[config.mk]
export PLATFORM = sky130hd
export DESIGN_NAME = mflushpwr_flush_ctrl_flat
export DESIGN_NICKNAME = d
export VERILOG_FILES = /design/src/rtl/mflushpwr_flush_ctrl_if.sv /design/src/rtl/mflushpwr_flush_ctrl.sv /design/src/flat_wrapper.sv
export SDC_FILE = /design/constraint.sdc
export NUM_CORES = 1
export LEC_CHECK = 0
export CORE_ASPECT_RATIO = 1.4
export CORE_UTILIZATION = 49
export CTS_CLUSTER_DIAMETER = 30
export CTS_CLUSTER_SIZE = 8
export DETAILED_ROUTE_END_ITERATION = 10
export GPL_TIMING_DRIVEN = 0
export PLACE_DENSITY = 0.78
export SLEW_MARGIN = 15
export SYNTH_ARGS = -nofsm -noshare
export SYNTH_HDL_FRONTEND = slang
export SYNTH_SLANG_ARGS = --single-unit
[constraint.sdc]
create_clock -name clock -period 2.4 [get_ports clock]
set_input_delay 0.24 -clock clock [delete_from_list [all_inputs] [get_ports clock]]
set_output_delay 0.24 -clock clock [all_outputs]
set_load 0.05 [all_outputs]
[src/rtl/mflushpwr_flush_ctrl_if.sv]
// ---------------------------------------------------------------------------
// mflushpwr_flush_ctrl_if
// Groups the CSR, L2 flush handshake, status and difftest event signals of
// the mflushpwr flush controller.
//   master modport : core/CSR/L2 side, drives the inputs of the controller
//   slave modport  : the controller itself
// Signals:
//   io_csr_wen, io_csr_wdata[1:0]   CSR write strobe / data (bit0 start, bit1 clear)
//   io_l2_flush_ack, io_l2_flush_done  L2 handshake inputs
//   io_hartid[7:0]                  core id, sampled at start
//   io_l2_flush_req                 flush request to L2
//   io_busy, io_l2FlushDone, io_timeout  status
//   io_diff_valid, io_diff_l2FlushDone, io_diff_coreid[7:0]  difftest event
// ---------------------------------------------------------------------------
interface mflushpwr_flush_ctrl_if;
    logic       io_csr_wen;
    logic [1:0] io_csr_wdata;
    logic       io_l2_flush_ack;
    logic       io_l2_flush_done;
    logic [7:0] io_hartid;
    logic       io_l2_flush_req;
    logic       io_busy;
    logic       io_l2FlushDone;
    logic       io_timeout;
    logic       io_diff_valid;
    logic       io_diff_l2FlushDone;
    logic [7:0] io_diff_coreid;

    modport master (
        output io_csr_wen, io_csr_wdata, io_l2_flush_ack, io_l2_flush_done, io_hartid,
        input  io_l2_flush_req, io_busy, io_l2FlushDone, io_timeout,
        input  io_diff_valid, io_diff_l2FlushDone, io_diff_coreid
    );

    modport slave (
        input  io_csr_wen, io_csr_wdata, io_l2_flush_ack, io_l2_flush_done, io_hartid,
        output io_l2_flush_req, io_busy, io_l2FlushDone, io_timeout,
        output io_diff_valid, io_diff_l2FlushDone, io_diff_coreid
    );
endinterface

[src/rtl/mflushpwr_flush_ctrl.sv]
// ---------------------------------------------------------------------------
// mflushpwr_flush_ctrl
// Core-side initiator of the mflushpwr sequence: a CSR start write raises an
// L2 flush request (held until ack), then waits for flush completion bounded
// by a timeout, updates the sticky status bits and emits a one-cycle
// difftest event record.
// Ports:
//   clock    core clock
//   reset_n  synchronous active-low reset
//   bus      mflushpwr_flush_ctrl_if.slave (CSR, L2 handshake, status, event)
// Parameters:
//   TIMEOUT_CYCLES  WAIT cycles before abort (>= 2)
//   CNT_W           timeout counter width, 2**CNT_W > TIMEOUT_CYCLES
// Configuration macro:
//   MFLUSHPWR_DIFFTEST_EN  defined   -> io_diff_* carry the event record
//                          undefined -> io_diff_* tied to 0
// ---------------------------------------------------------------------------
module mflushpwr_flush_ctrl #(
    parameter int TIMEOUT_CYCLES = 4096,
    parameter int CNT_W          = 13
) (
    input  logic                         clock,
    input  logic                         reset_n,
    mflushpwr_flush_ctrl_if.slave        bus
);

    typedef enum logic [1:0] {
        ST_IDLE   = 2'd0,
        ST_REQ    = 2'd1,
        ST_WAIT   = 2'd2,
        ST_REPORT = 2'd3
    } state_e;

    localparam logic [CNT_W-1:0] LAST_CNT = CNT_W'(TIMEOUT_CYCLES - 1);
    localparam logic [CNT_W-1:0] MAX_CNT  = {CNT_W{1'b1}};

    state_e             state_q, state_d;
    logic [CNT_W-1:0]   cnt_q, cnt_d;
    logic               done_flag_q, done_flag_d;
    logic               req_q, req_d;
    logic               busy_q;
    logic               l2done_q, l2done_d;
    logic               timeout_q, timeout_d;
    logic               start_s;
    logic               clear_s;

    assign start_s = bus.io_csr_wen & bus.io_csr_wdata[0];
    assign clear_s = bus.io_csr_wen & bus.io_csr_wdata[1];

    // Next-state and next-output logic of the flush sequencer
    always_comb begin
        state_d     = state_q;
        cnt_d       = cnt_q;
        done_flag_d = done_flag_q;
        req_d       = 1'b0;
        l2done_d    = l2done_q;
        timeout_d   = timeout_q;
        case (state_q)
            ST_IDLE: begin
                // start wins over clear, but a start clears the sticky bits anyway
                if (start_s) begin
                    state_d   = ST_REQ;
                    req_d     = 1'b1;
                    l2done_d  = 1'b0;
                    timeout_d = 1'b0;
                end else if (clear_s) begin
                    l2done_d  = 1'b0;
                    timeout_d = 1'b0;
                end else begin
                    state_d   = ST_IDLE;
                end
            end
            ST_REQ: begin
                // request is held until the cycle after ack; no timeout here
                if (bus.io_l2_flush_ack) begin
                    state_d = ST_WAIT;
                    cnt_d   = {CNT_W{1'b0}};
                    req_d   = 1'b0;
                end else begin
                    req_d   = 1'b1;
                end
            end
            ST_WAIT: begin
                // done has priority over the final timeout count
                if (bus.io_l2_flush_done) begin
                    state_d     = ST_REPORT;
                    done_flag_d = 1'b1;
                end else if (cnt_q == LAST_CNT) begin
                    state_d     = ST_REPORT;
                    done_flag_d = 1'b0;
                    timeout_d   = 1'b1;
                end else if (cnt_q != MAX_CNT) begin
                    cnt_d       = cnt_q + CNT_W'(1'b1);
                end else begin
                    cnt_d       = cnt_q;
                end
            end
            ST_REPORT: begin
                l2done_d = done_flag_q;
                state_d  = ST_IDLE;
            end
            default: begin
                state_d = ST_IDLE;
            end
        endcase
    end

    // Sequencer state and registered status outputs
    always_ff @(posedge clock) begin
        if (!reset_n) begin
            state_q     <= ST_IDLE;
            cnt_q       <= {CNT_W{1'b0}};
            done_flag_q <= 1'b0;
            req_q       <= 1'b0;
            busy_q      <= 1'b0;
            l2done_q    <= 1'b0;
            timeout_q   <= 1'b0;
        end else begin
            state_q     <= state_d;
            cnt_q       <= cnt_d;
            done_flag_q <= done_flag_d;
            req_q       <= req_d;
            busy_q      <= (state_d != ST_IDLE);
            l2done_q    <= l2done_d;
            timeout_q   <= timeout_d;
        end
    end

    assign bus.io_l2_flush_req = req_q;
    assign bus.io_busy         = busy_q;
    assign bus.io_l2FlushDone  = l2done_q;
    assign bus.io_timeout      = timeout_q;

`ifdef MFLUSHPWR_DIFFTEST_EN
    logic [7:0] coreid_q, coreid_d;
    logic       diff_valid_q;
    logic       diff_done_q;
    logic [7:0] diff_coreid_q;
    logic       report_next_s;

    assign report_next_s = (state_d == ST_REPORT);

    // Capture the hart id when a sequence is accepted
    always_comb begin
        coreid_d = coreid_q;
        if ((state_q == ST_IDLE) && start_s) begin
            coreid_d = bus.io_hartid;
        end else begin
            coreid_d = coreid_q;
        end
    end

    // Event record registered so it is valid exactly during REPORT
    always_ff @(posedge clock) begin
        if (!reset_n) begin
            coreid_q      <= 8'h00;
            diff_valid_q  <= 1'b0;
            diff_done_q   <= 1'b0;
            diff_coreid_q <= 8'h00;
        end else begin
            coreid_q      <= coreid_d;
            diff_valid_q  <= report_next_s;
            diff_done_q   <= report_next_s & done_flag_d;
            diff_coreid_q <= report_next_s ? coreid_d : 8'h00;
        end
    end

    assign bus.io_diff_valid       = diff_valid_q;
    assign bus.io_diff_l2FlushDone = diff_done_q;
    assign bus.io_diff_coreid      = diff_coreid_q;
`else
    assign bus.io_diff_valid       = 1'b0;
    assign bus.io_diff_l2FlushDone = 1'b0;
    assign bus.io_diff_coreid      = 8'h00;
`endif

endmodule
[src/flat_wrapper.sv]
// flat-port wrapper written by rule: the top's interface ports become plain ports
module mflushpwr_flush_ctrl_flat 
#(
    parameter int TIMEOUT_CYCLES = 4096,
    parameter int CNT_W          = 13
)
  (clock, reset_n, bus_io_csr_wen, bus_io_csr_wdata, bus_io_l2_flush_ack, bus_io_l2_flush_done, bus_io_hartid, bus_io_l2_flush_req, bus_io_busy, bus_io_l2FlushDone, bus_io_timeout, bus_io_diff_valid, bus_io_diff_l2FlushDone, bus_io_diff_coreid);
  mflushpwr_flush_ctrl_if bus_i ();
  input  logic clock;
  input  logic reset_n;
  input wire logic [$bits(bus_i.io_csr_wen)-1:0] bus_io_csr_wen;
  input wire logic [$bits(bus_i.io_csr_wdata)-1:0] bus_io_csr_wdata;
  input wire logic [$bits(bus_i.io_l2_flush_ack)-1:0] bus_io_l2_flush_ack;
  input wire logic [$bits(bus_i.io_l2_flush_done)-1:0] bus_io_l2_flush_done;
  input wire logic [$bits(bus_i.io_hartid)-1:0] bus_io_hartid;
  output wire logic [$bits(bus_i.io_l2_flush_req)-1:0] bus_io_l2_flush_req;
  output wire logic [$bits(bus_i.io_busy)-1:0] bus_io_busy;
  output wire logic [$bits(bus_i.io_l2FlushDone)-1:0] bus_io_l2FlushDone;
  output wire logic [$bits(bus_i.io_timeout)-1:0] bus_io_timeout;
  output wire logic [$bits(bus_i.io_diff_valid)-1:0] bus_io_diff_valid;
  output wire logic [$bits(bus_i.io_diff_l2FlushDone)-1:0] bus_io_diff_l2FlushDone;
  output wire logic [$bits(bus_i.io_diff_coreid)-1:0] bus_io_diff_coreid;
  assign bus_i.io_csr_wen = bus_io_csr_wen;
  assign bus_i.io_csr_wdata = bus_io_csr_wdata;
  assign bus_i.io_l2_flush_ack = bus_io_l2_flush_ack;
  assign bus_i.io_l2_flush_done = bus_io_l2_flush_done;
  assign bus_i.io_hartid = bus_io_hartid;
  assign bus_io_l2_flush_req = bus_i.io_l2_flush_req;
  assign bus_io_busy = bus_i.io_busy;
  assign bus_io_l2FlushDone = bus_i.io_l2FlushDone;
  assign bus_io_timeout = bus_i.io_timeout;
  assign bus_io_diff_valid = bus_i.io_diff_valid;
  assign bus_io_diff_l2FlushDone = bus_i.io_diff_l2FlushDone;
  assign bus_io_diff_coreid = bus_i.io_diff_coreid;
  mflushpwr_flush_ctrl #(.TIMEOUT_CYCLES(TIMEOUT_CYCLES), .CNT_W(CNT_W)) u_core (.clock(clock), .reset_n(reset_n), .bus(bus_i));
endmodule
# [Yosys cells after proc, flatten, opt, wreduce, memory -nomap -nowiden]
# Index checks and enable logic that the tools add are counted.
[totals] reg_bits=20 elab_cells=53 output_inout_bits=14 inputBits=15
[op_classes] mux=22 n_addsub=1 n_reduce_logical=10 n_eq_ne=11 bitwise_logic=2
[ops] operator="13-bit two-way mux" count=4
[ops] operator="13-bit case mux with 2 select lines" count=1
[ops] operator="13-bit by 1-bit adder with 13-bit output, second input constant" count=1
[ops] operator="13-bit by 12-bit equality test with 1-bit output, second input constant" count=1
[ops] operator="13-bit != test, second input constant" count=1
[ops] operator="2-bit two-way mux" count=5
[ops] operator="2-bit nonzero test" count=5
[ops] operator="1-bit two-way mux" count=8
[ops] operator="2-bit case mux with 4 select lines" count=1
[ops] operator="2-bit != test, second input constant" count=3
[ops] operator="1-bit case mux with 2 select lines" count=3
[ops] operator="5-bit AND reduction" count=1
[ops] operator="2-bit equality test, second input constant" count=2
[ops] operator="2-bit by 1-bit != test with 1-bit output, second input constant" count=2
[ops] operator="2-bit AND reduction" count=2
[ops] operator="4-bit AND reduction" count=1
[ops] operator="3-bit by 1-bit != test with 1-bit output, second input constant" count=1
[ops] operator="1-bit bitwise AND" count=2
[ops] operator="2-bit by 1-bit equality test with 1-bit output, second input constant" count=1
[ops] operator="2-bit zero test" count=1

# [Longest topological paths before layout]
# Gate-level depths: netlist of run 1.
[logic_depth] word_depth=5 depth_mapped=8 ltp_nobuf=6

# [Worst setup path before layout of run 1]
# Ideal clock, no wire load.
[synth_path] path_kind="reg2reg" start="register u_core.state_q[0]" end="register u_core.cnt_q[2]" required_time_ps=2281 t_arrival_ps=1558 setup_time_ps=119 stages_incl_launch_ff=9 period_less_slack_ps=1677 setup_slack_ps=723 path_cell_list="dfxtp_1 -> inv_1 -> ha_1 -> buf_2 -> nand2_1 -> nand3_1 -> buf_2 -> or2_4 -> o221a_1"
[synth_via] elab_chain_cells=3
[synth_lines] item="start, declared" line="mflushpwr_flush_ctrl.sv:37" rtl="state_e state_q, state_d;"
[synth_lines] item="start signal, assigned" line="mflushpwr_flush_ctrl.sv:119" rtl="state_q <= state_d;"
[synth_lines] item="2-bit equality test / 2-bit by 1-bit equality test with 1-bit output (equally long branches)" line="mflushpwr_flush_ctrl.sv:58" rtl="case (state_q)"
[synth_lines] item="2-bit != test (no source line), or another cell as far along"
[synth_lines] item="5-bit AND reduction (no source line)"
[synth_lines] item="end signal, assigned" line="mflushpwr_flush_ctrl.sv:112" rtl="cnt_q <= {CNT_W{1'b0}};"
[synth_lines] item="end signal, assigned" line="mflushpwr_flush_ctrl.sv:120" rtl="cnt_q <= cnt_d;"
[synth_lines] item="end, declared" line="mflushpwr_flush_ctrl.sv:38" rtl="logic [CNT_W-1:0] cnt_q, cnt_d;"
# Several ways; a longest one is shown, not always the timed one.
# A chain may end at the register's enable or synchronous reset.

# [Worst setup path in the final report of run 1]
[layout_path] start="register u_core.state_q[0]" end="register u_core.cnt_q[3]"
# The elaborated chain is that of the path after synthesis.

==> summary.md, run 1 <==
| Metric | Value |
|---|---|
| Int Power | `0.533 mW` |
| Vias/cell | `5.75` |
| CP Capture Type | `flip-flop` |
| Buf/Inv on CP | `3` |
| Sequential fraction of design power | `46.9%` |
| Unrepaired setup endpoints after global routing | `no` |
| DRC viols | `0` |
| CTS max path bufs | `2` |
| Core Area | `2420 µm²` |
| Req. time, crit path | `2660 ps` |
| Num ports | `29` |
| Final period utilization | `83.5%` |
| Reg2reg setup slack | `400 ps` |
| FF-to-FF End | `u_core.cnt_q[3]$_SDFFE_PN0P_` |
| Starting Density | `52.7%` |
| CTS tree | `built` |
| Die Ht | `62.3 µm` |
| Hold Path Depth | `3` |
| Met3 usage | `2.91%` |
| Final setup violation count | `0` |
| Setup Buffers After CTS | `0` |
| Most Crowded Layer GR | `met2` |
| WHS Endpoint | `u_core.cnt_q[12]$_SDFFE_PN0P_` |
| Core Util, Final | `61.7%` |
| Drt first pass iters | `4` |
| Peak Freq | `0.499 GHz` |
| Fin cells | `209` |
| Most frequent cells in the layout | `dfxtp_1, a21oi_1, buf_4` |
| Arrival time worst endpoint | `2260 ps` |
| Die W | `45.1 µm` |
| Post-Syn Area | `1270 µm²` |
| Share of the synthesized area in the top cell type | `31.4%` |
| Post-Place Cells | `205` |
| Synth async-reset ratio | `0%` |
| Share of layout cells above drive strength 1 | `15.4%` |
| Number of global-route vias before repair | `1,106` |
| Row count | `21` |
| Die Footprint | `2810 µm²` |
| Part of the power in combinational logic | `13.1%` |
| Max Transition Viols Final | `0` |
| DP HPWL | `2.25 mm` |
| GP Congestion | `0.849` |
| Max rail drop VDD | `313 µV` |
| Status | `finished, final reports clean` |
| Critical Path Source Type | `flip-flop` |
| TritonCTS buffer count | `3` |
| Setup_tns | `0 ps` |
| Synthesized area per cell | `8.32 µm²` |
| Reg2Reg Depth | `7` |
| Sequential share of the synthesized area | `31.4%` |
| Area Overhead vs Synth | `17.2%` |
| Yosys cell types | `46` |
| Routed WL per cell | `14.3 µm` |
| CP max stage delay | `560 ps` |
| DRT antenna net count | `0` |
| Worst path top cell family by delay | `simple AND/OR/NAND/NOR gates` |
| Worst R2R Start | `u_core.state_q[0]$_SDFF_PN0_` |
| Power per cell area | `478 nW/µm²` |
| Post-CTS Hold Fix Bufs | `0` |
| Worst hold start | `reset_n` |
| Antenna cells | `0` |
| Via count of the routed design | `1,201` |
| Synth warnings | `0` |
| Post-synth EDFFs | `0` |
| Tightest Hold Check Type | `in -> reg` |
| Clock sink total | `20` |
| LEAKAGE | `0.578 nW` |
| Met1 Usage GRT | `27.8%` |
| Met2 Use GR | `39.9%` |
| Clk root buf | `clkbuf_4` |
| Critical path type | `reg -> reg` |
| Slew HR | `65.1%` |
| Top FF cell, synth | `dfxtp_1` |
| Clock slew at reported path FFs | `120 ps` |
| Commonest non-fill, non-tap cell in the layout | `dfxtp_1` |
| Clk pwr share | `40.0%` |
| IO Port Bufs | `9` |
| Pin slew with the least headroom to its limit | `523 ps` |
| Clock Latency Late Sink | `310 ps` |
| Min cycle time layout | `2000 ps` |
| Synth top area cells | `dfxtp_1, buf_4, a21oi_1` |
| Cell count after synthesis | `153` |
| Global-route wire length before repair | `4.95 mm` |
| Net Sw Frac | `25.4%` |
| Critical-path cell list | `inv_1 > ha_1 > buf_2 > inv_1 > nor4_4 > or2_4 > o221a_1` |
| Post-cts sizing count | `0` |
| P_sw | `0.181 mW` |
| Final hold viol count | `0` |
| Initial antenna violation count | `0` |
| CP max-delay cell | `nor4_4` |
| Iteration-0 DRC count of the detailed router | `48` |
| Largest net degree at the start of global routing | `13` |
| Worst-path maximum fanout | `9` |
| GRT overflow | `0` |
| Area leader, netlist | `dfxtp_1` |
| Clk_skew | `6.12 ps` |
| Total Wirelength | `2.98 mm` |
| CP dominant cell by count | `inv_1` |
| H-Tree Depth | `1` |
| # nets final | `196` |
| GRT Total Usage | `23.0%` |
| Max_cap viols | `0` |
| Seq cells post-synth | `20` |
## cell type report
cell class                 instances  area [µm²]
buffer                            18         116
clock buffer                       3        22.5
clock inverter                     1        30.0
fill                             235         925
inverter                           6        22.5
multi-input combinational        118         768
sequential                        20         400
tap                               34        42.5
timing repair buffer               9        90.1
## sequential cells by signal, indices dropped and copies added, names as in the netlist
| signal | count |
|---|---|
| u_core.bus.io_busy | 1 |
| u_core.bus.io_l2FlushDone | 1 |
| u_core.bus.io_l2_flush_req | 1 |
| u_core.bus.io_timeout | 1 |
| u_core.cnt_q | 13 |
| u_core.done_flag_q | 1 |
| u_core.state_q | 2 |
## metal layers
| layer | vias up | routed length, µm |
|---|---|---|
| met1 | 564 | 1210 |
| met4 | 0 | 47 |
| met2 | 36 | 1620 |
| met3 | 6 | 106 |
| li1 | 595 | - |
| met5 | - | 0 |
## cell families (layout without fill, tap and decap cells)
kind of cell               count (synthesis)  count (layout)  synth area share (%)
buffers and inverters                     24              37                  10.9
muxes                                      3               3                  2.36
adders and majority gates                  5               5                  4.91
and+or+nand+nor                           54              54                  26.5
DFF                                       20              20                  31.4
AOI/OAI and AO/OA                         46              46                  23.6
other                                      1              10                 0.294
## power by group through the flow
stage / clock [mW] / sequential (mW) / combinational (mW)
floorplan: 0 / 0.346 / 0.0675
global route: 0.304 / 0.335 / 0.0992
detailed placement: 0 / 0.342 / 0.0927
global placement: 0 / 0.342 / 0.0915
finish: 0.285 / 0.335 / 0.0939
CTS: 0.286 / 0.335 / 0.0929
## worst reg2reg max path: cells and delay by family, from the launching register on
family | cells | cell delay [ps]
and+or+nand+nor | 2 | 800
buffers and inverters | 3 | 460
DFF | 1 | 380
AOI/OAI and AO/OA | 1 | 170
adders and majority gates | 1 | 150
## how the worst max path moves through the flow
stage                                 startpoint                            end  slack [ps]  depth (start not counted)
finish              u_core.state_q[0]$_SDFF_PN0_   u_core.cnt_q[3]$_SDFFE_PN0P_         400                          7
global route        u_core.state_q[0]$_SDFF_PN0_   u_core.cnt_q[3]$_SDFFE_PN0P_         280                          7
CTS                 u_core.state_q[0]$_SDFF_PN0_   u_core.cnt_q[3]$_SDFFE_PN0P_         410                          7
detailed placement           bus_io_l2_flush_ack  u_core.cnt_q[11]$_SDFFE_PN0P_         410                          5
global placement             bus_io_l2_flush_ack   u_core.cnt_q[9]$_SDFFE_PN0P_         430                          5
floorplan           u_core.state_q[0]$_SDFF_PN0_   u_core.cnt_q[2]$_SDFFE_PN0P_         720                          8
## synthesized netlist by cell type, drive strengths merged (2+ instances only)
cell	count
or4	3
nand4	5
dfxtp	20
or2	2
o41ai	2
or3	2
o311ai	2
buf	15
o21ai	11
and2	3
clkbuf	3
a21oi	15
o221a	3
nor2	7
nand4b	2
and4	2
a31oi	4
nand3	7
mux2i	3
nand2b	2
nand2	10
ha	5
nor3	3
inv	6
nor3b	2
o31ai	2
## metrics by stage
| stage | setup slack [ps] | instance area (µm²) | hold slack (ps) | total power [mW] |
|---|---|---|---|---|
| 2_1_floorplan | 723 | 1310 | 345 | 0.414 |
| 3_3_place_gp | 434 | 1440 | 430 | 0.434 |
| 3_5_place_dp | 407 | 1440 | 431 | 0.435 |
| 4_1_cts | 409 | 1490 | 321 | 0.714 |
| 5_1_grt | 284 | 1490 | 334 | 0.738 |
| 6_report | 396 | 1490 | 331 | 0.714 |
(Power assumes the default switching activity.)
==> inputs of run 2 (changes only) <==
==> constraint.sdc (replaced) <==
create_clock -name clock -period 1.9 [get_ports clock]
set_input_delay 0.19 -clock clock [delete_from_list [all_inputs] [get_ports clock]]
set_output_delay 0.19 -clock clock [all_outputs]
set_load 0.05 [all_outputs]
==> summary.md, run 2 (synthesis gave the netlist of run 1 again) <==
| Metric | Value |
|---|---|
| CTS tree | `built (unchanged)` |
| Via count of the routed design | `1,228 (was 1,201)` |
| Global-route wire length before repair | `4.97 mm (was 4.95 mm)` |
| Iteration-0 DRC count of the detailed router | `43 (was 48)` |
| Num ports | `29 (unchanged)` |
| Row count | `21 (unchanged)` |
| Slew HR | `64.9% (was 65.1%)` |
| Core Util, Final | `64.1% (was 61.7%)` |
| Critical path type | `reg -> reg (unchanged)` |
| Antenna cells | `0 (unchanged)` |
| Hold Path Depth | `3 (unchanged)` |
| WHS Endpoint | `u_core.cnt_q[12]$_SDFFE_PN0P_ (unchanged)` |
| Final setup violation count | `0 (unchanged)` |
| Power per cell area | `582 nW/µm² (was 478 nW/µm²)` |
| Commonest non-fill, non-tap cell in the layout | `dfxtp_1 (unchanged)` |
| Clk_skew | `3.99 ps (was 6.12 ps)` |
| Most frequent cells in the layout | `dfxtp_1, buf_4, a21oi_1, o21ai_0, conb_1 (was dfxtp_1, a21oi_1, buf_4)` |
| Max Transition Viols Final | `0 (unchanged)` |
| Die Footprint | `2810 µm² (unchanged)` |
| GRT Total Usage | `23.1% (was 23.0%)` |
| Post-CTS Hold Fix Bufs | `0 (unchanged)` |
| Worst hold start | `reset_n (unchanged)` |
| Core Area | `2420 µm² (unchanged)` |
| Tightest Hold Check Type | `in -> reg (unchanged)` |
| Fin cells | `213 (was 209)` |
| Pin slew with the least headroom to its limit | `526 ps (was 523 ps)` |
| Filler cells | `227 (was 235)` |
| Die Ht | `62.3 µm (unchanged)` |
| Starting Density | `52.7% (unchanged)` |
| Critical Path Source Type | `flip-flop (unchanged)` |
| CTS max path bufs | `2 (unchanged)` |
| Total Wirelength | `3.04 mm (was 2.98 mm)` |
| Post-layout total power | `0.901 mW (was 0.714 mW)` |
| LEAKAGE | `0.606 nW (was 0.578 nW)` |
| DRT antenna net count | `0 (unchanged)` |
| Number of global-route vias before repair | `1,110 (was 1,106)` |
| Share of layout cells above drive strength 1 | `19.6% (was 15.4%)` |
| Seq. cell area | `404 µm² (was 400 µm²)` |
| Area taken by multi-input logic gates | `778 µm² (was 768 µm²)` |
| Final period utilization | `93.5% (was 83.5%)` |
| Clock Latency Late Sink | `300 ps (was 310 ps)` |
| Min cycle time layout | `1780 ps (was 2000 ps)` |
| Max rail drop VDD | `394 µV (was 313 µV)` |
| Routed WL per cell | `14.2 µm (was 14.3 µm)` |
| Area Overhead vs Synth | `21.6% (was 17.2%)` |
| H-Tree Depth | `1 (unchanged)` |
| Peak Freq | `0.563 GHz (was 0.499 GHz)` |
| # nets final | `200 (was 196)` |
| TritonCTS buffer count | `3 (unchanged)` |
| Reg2Reg Depth | `8 (was 7)` |
| Clock sink total | `20 (unchanged)` |
| FF-to-FF End | `u_core.cnt_q[3]$_SDFFE_PN0P_ (unchanged)` |
| Initial antenna violation count | `0 (unchanged)` |
| Largest registers | `u_core.cnt_q (13), u_core.state_q (2) (unchanged)` |
| GRT overflow | `0 (unchanged)` |
| Max reg flops | `13 (unchanged)` |
| Clk root buf | `clkbuf_4 (unchanged)` |
| Vias/cell | `5.77 (was 5.75)` |
| Post-Place Cells | `205 (unchanged)` |
| GP Congestion | `0.849 (unchanged)` |
| Drt first pass iters | `4 (unchanged)` |
| Final hold viol count | `0 (unchanged)` |
| Reg2reg setup slack | `120 ps (was 400 ps)` |
| Status | `finished, final reports clean (unchanged)` |
| Req. time, crit path | `2150 ps (was 2660 ps)` |
| Arrival time worst endpoint | `2030 ps (was 2260 ps)` |
| CP Capture Type | `flip-flop (unchanged)` |
| Clock slew at reported path FFs | `130 ps (was 120 ps)` |
| IO Port Bufs | `9 (unchanged)` |
| Max_cap viols | `0 (unchanged)` |
| Worst R2R Start | `u_core.state_q[0]$_SDFF_PN0_ (unchanged)` |
| Worst-path maximum fanout | `10 (was 9)` |
| Biggest register | `u_core.cnt_q (unchanged)` |
| Die W | `45.1 µm (unchanged)` |
| DP HPWL | `2.25 mm (unchanged)` |
| Largest net degree at the start of global routing | `13 (unchanged)` |
| DRC viols | `0 (unchanged)` |
run 2: what timing repair did:
item                                    CTS  global route
endpoints found under the setup margin    6            12
setup buffers                             2             2
cloned                                    0             0
endpoints found under the hold margin     0             0
pin swaps                                 2             1
resized for setup                         1            10
run 2: worst max-delay path by stage:
stage / cells after the start / start / endpoint / slack [ps]
after floorplan: 8 / u_core.state_q[0]$_SDFF_PN0_ / u_core.cnt_q[2]$_SDFFE_PN0P_ / 220
after global placement: 5 / bus_io_l2_flush_ack / u_core.cnt_q[9]$_SDFFE_PN0P_ / -20
after detailed placement: 7 / u_core.state_q[0]$_SDFF_PN0_ / u_core.cnt_q[7]$_SDFFE_PN0P_ / -60
after CTS: 6 / u_core.state_q[1]$_SDFF_PN0_ / u_core.cnt_q[3]$_SDFFE_PN0P_ / 30
after global routing: 8 / u_core.state_q[0]$_SDFF_PN0_ / u_core.cnt_q[1]$_SDFFE_PN0P_ / -1
final: 8 / u_core.state_q[0]$_SDFF_PN0_ / u_core.cnt_q[3]$_SDFFE_PN0P_ / 120
run 2: power breakdown:
| part | leakage (nW) | total, mW | switching [mW] | internal (mW) |
|---|---|---|---|---|
| clock network | 0.0279 | 0.358 | 0.145 | 0.213 |
| registers | 0.162 | 0.422 | 0.00132 | 0.421 |
| logic | 0.416 | 0.121 | 0.0819 | 0.0395 |
| total | 0.606 | 0.901 | 0.228 | 0.673 |
run 2: cell type report:
cell class	count	area share [%]
buffer	18	8.08
clock buffer	3	1.45
clock inverter	1	1.94
inverter	6	1.70
multi-input combinational	118	50.2
sequential	20	26.1
tap	34	2.75
timing repair buffer	13	7.75
run 2: per-layer routing:
layer / global-route usage [%] / vias to the layer above / routed length (µm)
met1: 28.1 / 572 / 1180
li1: - / 605 / -
met3: 2.91 / 10 / 130
met5: 0 / - / 0
met2: 39.5 / 41 / 1650
met4: 8.71 / 0 / 66
run 2: per-stage QoR:
stage	area (µm²)	setup slack, ps	hold WS (ps)	setup TNS [ps]
6_report	1550	124	287	0
5_1_grt	1550	-1.36	286	-1.36
4_1_cts	1510	34.1	271	0
3_5_place_dp	1440	-57.7	431	-211
3_3_place_gp	1440	-15.6	430	-27.6
2_1_floorplan	1310	223	295	0
run 2: critical path, cell delays in order (launching register included):
cell and delay, ps:
dfxtp_4 390, inv_1 60, ha_1 200, buf_6 140, or2_2 320, nand3_1 100
buf_4 180, or2_4 160, o221a_1 170
